### config.mk
export PLATFORM = sky130hd
export DESIGN_NAME = axi_isolate_ctrl
export DESIGN_NICKNAME = d
export VERILOG_FILES = /design/src/rtl/axi_isolate_ctrl_pkg.sv /design/src/rtl/axi_isolate_req_filter.sv /design/src/rtl/axi_isolate_ctrl.sv
export SDC_FILE = /design/constraint.sdc
export NUM_CORES = 1
export LEC_CHECK = 0
export BUFFER_PORTS_ARGS = -buffer_cell sky130_fd_sc_hd__buf_2
export CORE_AREA = 2 2 39 41
export DETAILED_ROUTE_END_ITERATION = 8
export DIE_AREA = 0 0 41 43
export GPL_ROUTABILITY_DRIVEN = 0
export PLACE_DENSITY = 0.62
export REMOVE_ABC_BUFFERS = 1
export SYNTH_ARGS = -nofsm -noshare
export SYNTH_HDL_FRONTEND = slang
export SYNTH_SLANG_ARGS = --single-unit
### constraint.sdc
create_clock -name clk_i -period 1.9 [get_ports clk_i]
set_clock_uncertainty 0.1 [all_clocks]
set_input_delay 0.475 -clock clk_i [delete_from_list [all_inputs] [get_ports clk_i]]
set_output_delay 0.475 -clock clk_i [all_outputs]
set_load 0.02 [all_outputs]
### src/rtl/axi_isolate_ctrl_pkg.sv
// Shared types and defaults for the outbound AXI isolation controller.
// The optional isolation timeout is enabled with AXI_ISOLATE_CTRL_TIMEOUT_EN.
package axi_isolate_ctrl_pkg;

  // Controller state; the encoding is visible on state_o.
  typedef enum logic [1:0] {
    ST_CONNECTED = 2'd0,
    ST_ISOLATING = 2'd1,
    ST_ISOLATED  = 2'd2,
    ST_RELEASING = 2'd3
  } iso_state_e;

  localparam int unsigned DefaultStableCycles  = 4;
  localparam int unsigned DefaultTimeoutCycles = 1024;

  function automatic int unsigned max_u(input int unsigned a, input int unsigned b);
    return (a > b) ? a : b;
  endfunction

endpackage

### src/rtl/axi_isolate_req_filter.sv
// Stability filter for the synchronised isolate request.
// A new request level is accepted only after it has been seen on StableCycles
// consecutive clock edges. req_o already reflects an update that lands on the
// coming edge, so a consumer registering req_o reacts on that same edge and the
// end-to-end latency from an input change is exactly StableCycles cycles.
module axi_isolate_req_filter
  import axi_isolate_ctrl_pkg::*;
#(
  parameter int unsigned StableCycles = DefaultStableCycles
) (
  input  logic clk_i,
  input  logic rst_ni,
  input  logic req_i,
  output logic req_o
);

  localparam int unsigned CntWidth = $clog2(StableCycles + 1);

  logic                filt_req;
  logic [CntWidth-1:0] stab_cnt;
  logic                mismatch;
  logic                settle;

  assign mismatch = (req_i != filt_req);
  assign settle   = mismatch && (stab_cnt == CntWidth'(StableCycles - 1));
  assign req_o    = settle ? req_i : filt_req;

  // Count consecutive mismatching samples; adopt the input once the run is long enough.
  always_ff @(posedge clk_i) begin
    if (!rst_ni) begin
      filt_req <= 1'b1;
      stab_cnt <= '0;
    end else if (settle) begin
      filt_req <= req_i;
      stab_cnt <= '0;
    end else if (mismatch) begin
      stab_cnt <= stab_cnt + CntWidth'(1);
    end else begin
      stab_cnt <= '0;
    end
  end

endmodule

### src/rtl/axi_isolate_ctrl.sv
// Isolation / release sequencer for the secure subsystem's outbound AXI port.
// Handshake with the isolate stage: isolate_o is a level command; isolated_i is
// the stage's level acknowledge. A state change is reported only once
// isolated_i has followed isolate_o (high to finish isolating, low to finish
// releasing); isolated_i is ignored in CONNECTED and ISOLATED.
// Core fetch-enable is held off until the port has been connected once.
// Optional feature: define AXI_ISOLATE_CTRL_TIMEOUT_EN to raise a sticky
// timeout_o when ISOLATING lasts TimeoutCycles cycles.
module axi_isolate_ctrl
  import axi_isolate_ctrl_pkg::*;
#(
  parameter int unsigned StableCycles  = DefaultStableCycles,
  parameter int unsigned TimeoutCycles = DefaultTimeoutCycles
) (
  input  logic       clk_i,
  input  logic       rst_ni,
  input  logic       isolate_req_i,
  input  logic       fetch_en_i,
  input  logic       isolated_i,
  output logic       isolate_o,
  output logic       isolated_o,
  output logic       fetch_en_o,
  output logic [1:0] state_o,
  output logic       timeout_o
);

  iso_state_e state;
  logic       filt_req;
  logic       ever_conn;

  axi_isolate_req_filter #(
    .StableCycles(StableCycles)
  ) u_req_filter (
    .clk_i (clk_i),
    .rst_ni(rst_ni),
    .req_i (isolate_req_i),
    .req_o (filt_req)
  );

  assign state_o = state;

  // Sequencer: state, isolate command and isolated status all move on the same edge.
  always_ff @(posedge clk_i) begin
    if (!rst_ni) begin
      state      <= ST_ISOLATED;
      isolate_o  <= 1'b1;
      isolated_o <= 1'b1;
      ever_conn  <= 1'b0;
    end else begin
      case (state)
        ST_CONNECTED: begin
          if (filt_req) begin
            state      <= ST_ISOLATING;
            isolate_o  <= 1'b1;
            isolated_o <= 1'b0;
          end
        end
        ST_ISOLATING: begin
          // A dropped request is deliberately ignored until isolation completes.
          if (isolated_i) begin
            state      <= ST_ISOLATED;
            isolate_o  <= 1'b1;
            isolated_o <= 1'b1;
          end
        end
        ST_ISOLATED: begin
          if (!filt_req) begin
            state      <= ST_RELEASING;
            isolate_o  <= 1'b0;
            isolated_o <= 1'b0;
          end
        end
        ST_RELEASING: begin
          // A renewed request wins over a completed release.
          if (filt_req) begin
            state      <= ST_ISOLATING;
            isolate_o  <= 1'b1;
            isolated_o <= 1'b0;
          end else if (!isolated_i) begin
            state      <= ST_CONNECTED;
            isolate_o  <= 1'b0;
            isolated_o <= 1'b0;
            ever_conn  <= 1'b1;
          end
        end
        default: begin
          state      <= ST_ISOLATED;
          isolate_o  <= 1'b1;
          isolated_o <= 1'b1;
        end
      endcase
    end
  end

  // Fetch gate: once connected, fetch is never withdrawn; the isolate stage cuts traffic instead.
  always_ff @(posedge clk_i) begin
    if (!rst_ni) begin
      fetch_en_o <= 1'b0;
    end else begin
      fetch_en_o <= fetch_en_i & ever_conn;
    end
  end

`ifdef AXI_ISOLATE_CTRL_TIMEOUT_EN
  localparam int unsigned CntWidth = $clog2(max_u(StableCycles, TimeoutCycles) + 1);

  logic [CntWidth-1:0] to_cnt;
  logic                to_flag;

  assign timeout_o = to_flag;

  // Dwell counter for ISOLATING; held at zero elsewhere so every entry starts from 0.
  always_ff @(posedge clk_i) begin
    if (!rst_ni) begin
      to_cnt  <= '0;
      to_flag <= 1'b0;
    end else if (state != ST_ISOLATING) begin
      to_cnt <= '0;
    end else if (to_cnt != CntWidth'(TimeoutCycles)) begin
      to_cnt <= to_cnt + CntWidth'(1);
      if (to_cnt == CntWidth'(TimeoutCycles - 1)) begin
        to_flag <= 1'b1;
      end
    end
  end
`else
  assign timeout_o = 1'b0;
`endif

endmodule

==> qor.csv <==
stage,metric,value,unit
critical_path,crit end category,flip-flop,
status,status,completed,
detailed_routing,vias per inst,4.95,
logic_synthesis,warnings from Yosys,0,
finish,"most common cell after layout, fill and taps aside",buf_2,
clocking,TritonCTS Sinks,10,
critical_path,CP peak stage delay,370,ps
detailed_routing,DR DRC count,0,
detailed_routing,final WL,1030,µm
critical_path,CP Class,flip-flop to flip-flop,
finish,Filler cells,136,
timing,Setup Viol. Count Final,0,
timing,Tcrit/Tclk final,0.959,
timing,Min Hold Slack,339,ps
global_routing,largest net degree at the start of global routing,9,
floorplanning,row cnt,14,
detailed_routing,WL/cell,11.6,µm
job,max_cap viols,0,
clocking,clk buf depth,2,
floorplanning,Die Footprint,1760,µm²
logic_synthesis,#FFs+latches synth,10,
critical_path,Most common cell on crit path,ha_4,
clocking,clk slew on worst S/H paths,70,ps
logic_synthesis,Synth cell types,24,
finish,final net count,85,
logic_synthesis,synthesized cell area,548,µm²
floorplanning,I/O Pins,11,
placement,Place WS,-60.0,ps
timing,Final WS setup,78.3,ps
finish,share of cells above drive strength 1,0.347,
min_path,Hold Crit Class,flip-flop to flip-flop,
floorplanning,Die Span X,41,µm
critical_path,cells along the critical path,ha_4 > ha_4 > mux2i_4 > mux2_2 > o311ai_2 > a21boi_1,
critical_path,Critical Path Start Type,flip-flop,
floorplanning,Starting Density,0.396,
timing,"Slew Viols, Final",0,
logic_synthesis,sequential share of the synthesized area,0.365,
timing,setup_tns,0,ps
global_routing,vias in the first global route,396,
clocking,CTS tree,built,
global_routing,grt total ovfl,0,
clocking,root buf cell,clkbuf_4,
logic_synthesis,Syn Inst Count,57,
clocking,worst skew pair latency,260,ps
floorplanning,Placeable Area,1380,µm²
detailed_routing,DRT iter0 DRCs,1,
global_routing,first-pass GRT wire length,1570,µm
critical_path,Slowest cell on crit path,mux2_2,
detailed_routing,TritonRoute pass-1 iters,2,
placement,hpwl dp,751,µm
power,pwr/cell area,1120,nW/µm²
finish,Seq. cell area,203,µm²
finish,Layout Area Growth over Synthesis,28.3,%
timing,fmax,0.549,GHz
placement,IO Port Bufs,9,
detailed_routing,vias after detailed routing,436,
critical_path,Critical Path RT,1940,ps
power,VDD IR-drop max,0.478,mV
clocking,CTS hold repair buffers,0,
finish,"commonest cells after routing, fill and taps aside","buf_2, dfxtp_1, inv_1, ha_1",
clocking,H-tree levels,1,
finish,ant diodes,0,
timing,min Tclk post-route,1820,ps
critical_path,worst endpoint data arrival time,1860,ps
global_routing,initial antenna violation count,0,
power,Pleak,0.000312,µW
global_routing,Tot GR Track Use,0.128,
critical_path,maximum fanout along the worst path,4,
detailed_routing,post-route ant nets,0,
clocking,CTS buffer count,3,
logic_synthesis,mean area per synthesized cell,9.61,µm²
timing,Final Hold Viols,0,
finish,area of the multi-input gates,358,µm²
floorplanning,Die Y,43,µm
finish,Layout Utilization,0.508,
## path summary, 6_finish.rpt
path,cells after the start,slack [ps],from,to
worst min-delay path,1,340,u_req_filter.stab_cnt[0]$_SDFF_PP0_,u_req_filter.stab_cnt[0]$_SDFF_PP0_
worst max-delay path,6,80,u_req_filter.stab_cnt[0]$_SDFF_PP0_,state_o[0]$_SDFFE_PN0P_
worst max register to register,6,80,u_req_filter.stab_cnt[0]$_SDFF_PP0_,state_o[0]$_SDFFE_PN0P_
worst min register to register,1,340,u_req_filter.stab_cnt[0]$_SDFF_PP0_,u_req_filter.stab_cnt[0]$_SDFF_PP0_
## sequential cells by signal, summed over array words and instances (netlist names)
| name | count |
|---|---|
| u_req_filter.stab_cnt | 3 |
| state_o | 2 |
| ever_conn | 1 |
| fetch_en_o | 1 |
| isolate_o | 1 |
| isolated_o | 1 |
| u_req_filter.filt_req | 1 |
## cells in the mapped netlist
cell,count,area share
o21ai_0,3,0.027
nand2_1,2,0.014
nor2_1,4,0.027
a31oi_1,1,0.011
xor2_1,1,0.016
ha_1,7,0.16
buf_4,1,0.014
a21boi_1,1,0.014
a211o_1,1,0.016
nor2b_1,2,0.023
and3_1,1,0.011
mux2_4,1,0.027
a21oi_1,2,0.018
a21o_1,1,0.014
mux2_2,1,0.021
conb_1,1,0.0068
nand3b_1,1,0.014
nand3_1,4,0.037
mux2i_4,1,0.041
dfxtp_1,10,0.37
nor3_1,2,0.018
inv_1,5,0.034
mux2i_1,3,0.055
o311ai_0,1,0.016
## worst max-delay path, delay by kind of cell (launching register included)
kind	cells	cell delay, ps
AO/OA/AOI/OAI	2	340
multiplexers	2	630
flip-flops	1	350
adder cells (fa/ha/maj)	2	280
## kinds of logic after synthesis
logic type,Yosys count,share of synthesized area
simple gates,16,0.144
buf+inv,6,0.0480
xor+xnor,1,0.0160
fa+ha+maj,7,0.160
mux,6,0.144
compound gates,10,0.116
other cells,1,0.00684
flops,10,0.365
## power by group
part           internal [µW]  switching (µW)  total (µW)
combinational            144             181         325
clock                    116            74.0         190
sequential               244            25.9         270
total                    504             281         784
## cell type report
class / instances / area share
Tap cell: 16 / 0.0285
Clock buffer: 4 / 0.0516
Inverter: 5 / 0.0267
Sequential cell: 10 / 0.288
Timing Repair Buffer: 12 / 0.0961
Multi-Input combinational cell: 41 / 0.509
## layer usage
metal  track usage  vias to the layer above  part of all wire
met5             0                        -                 0
met4        0.0200                        0                 0
met3        0.0471                        0             0.050
met2         0.184                        8              0.46
met1         0.182                      201              0.49
li1              -                      227                 -
## repair_timing
action,4_1_cts,5_1_grt
endpoints found under the setup margin,1,2
pin swaps,0,1
resized for setup,2,7
buffers inserted,0,1
hold endpoints to repair,0,0
## through the flow
stage                     power, µW  cells  cell area [µm²]
final                           784     88              703
after detailed placement        556     83              621
after global routing            840     88              703
after global placement          556     83              621
after floorplan                 482     56              541
after CTS                       749     87              659
Power figures use the tool's default switching activity.
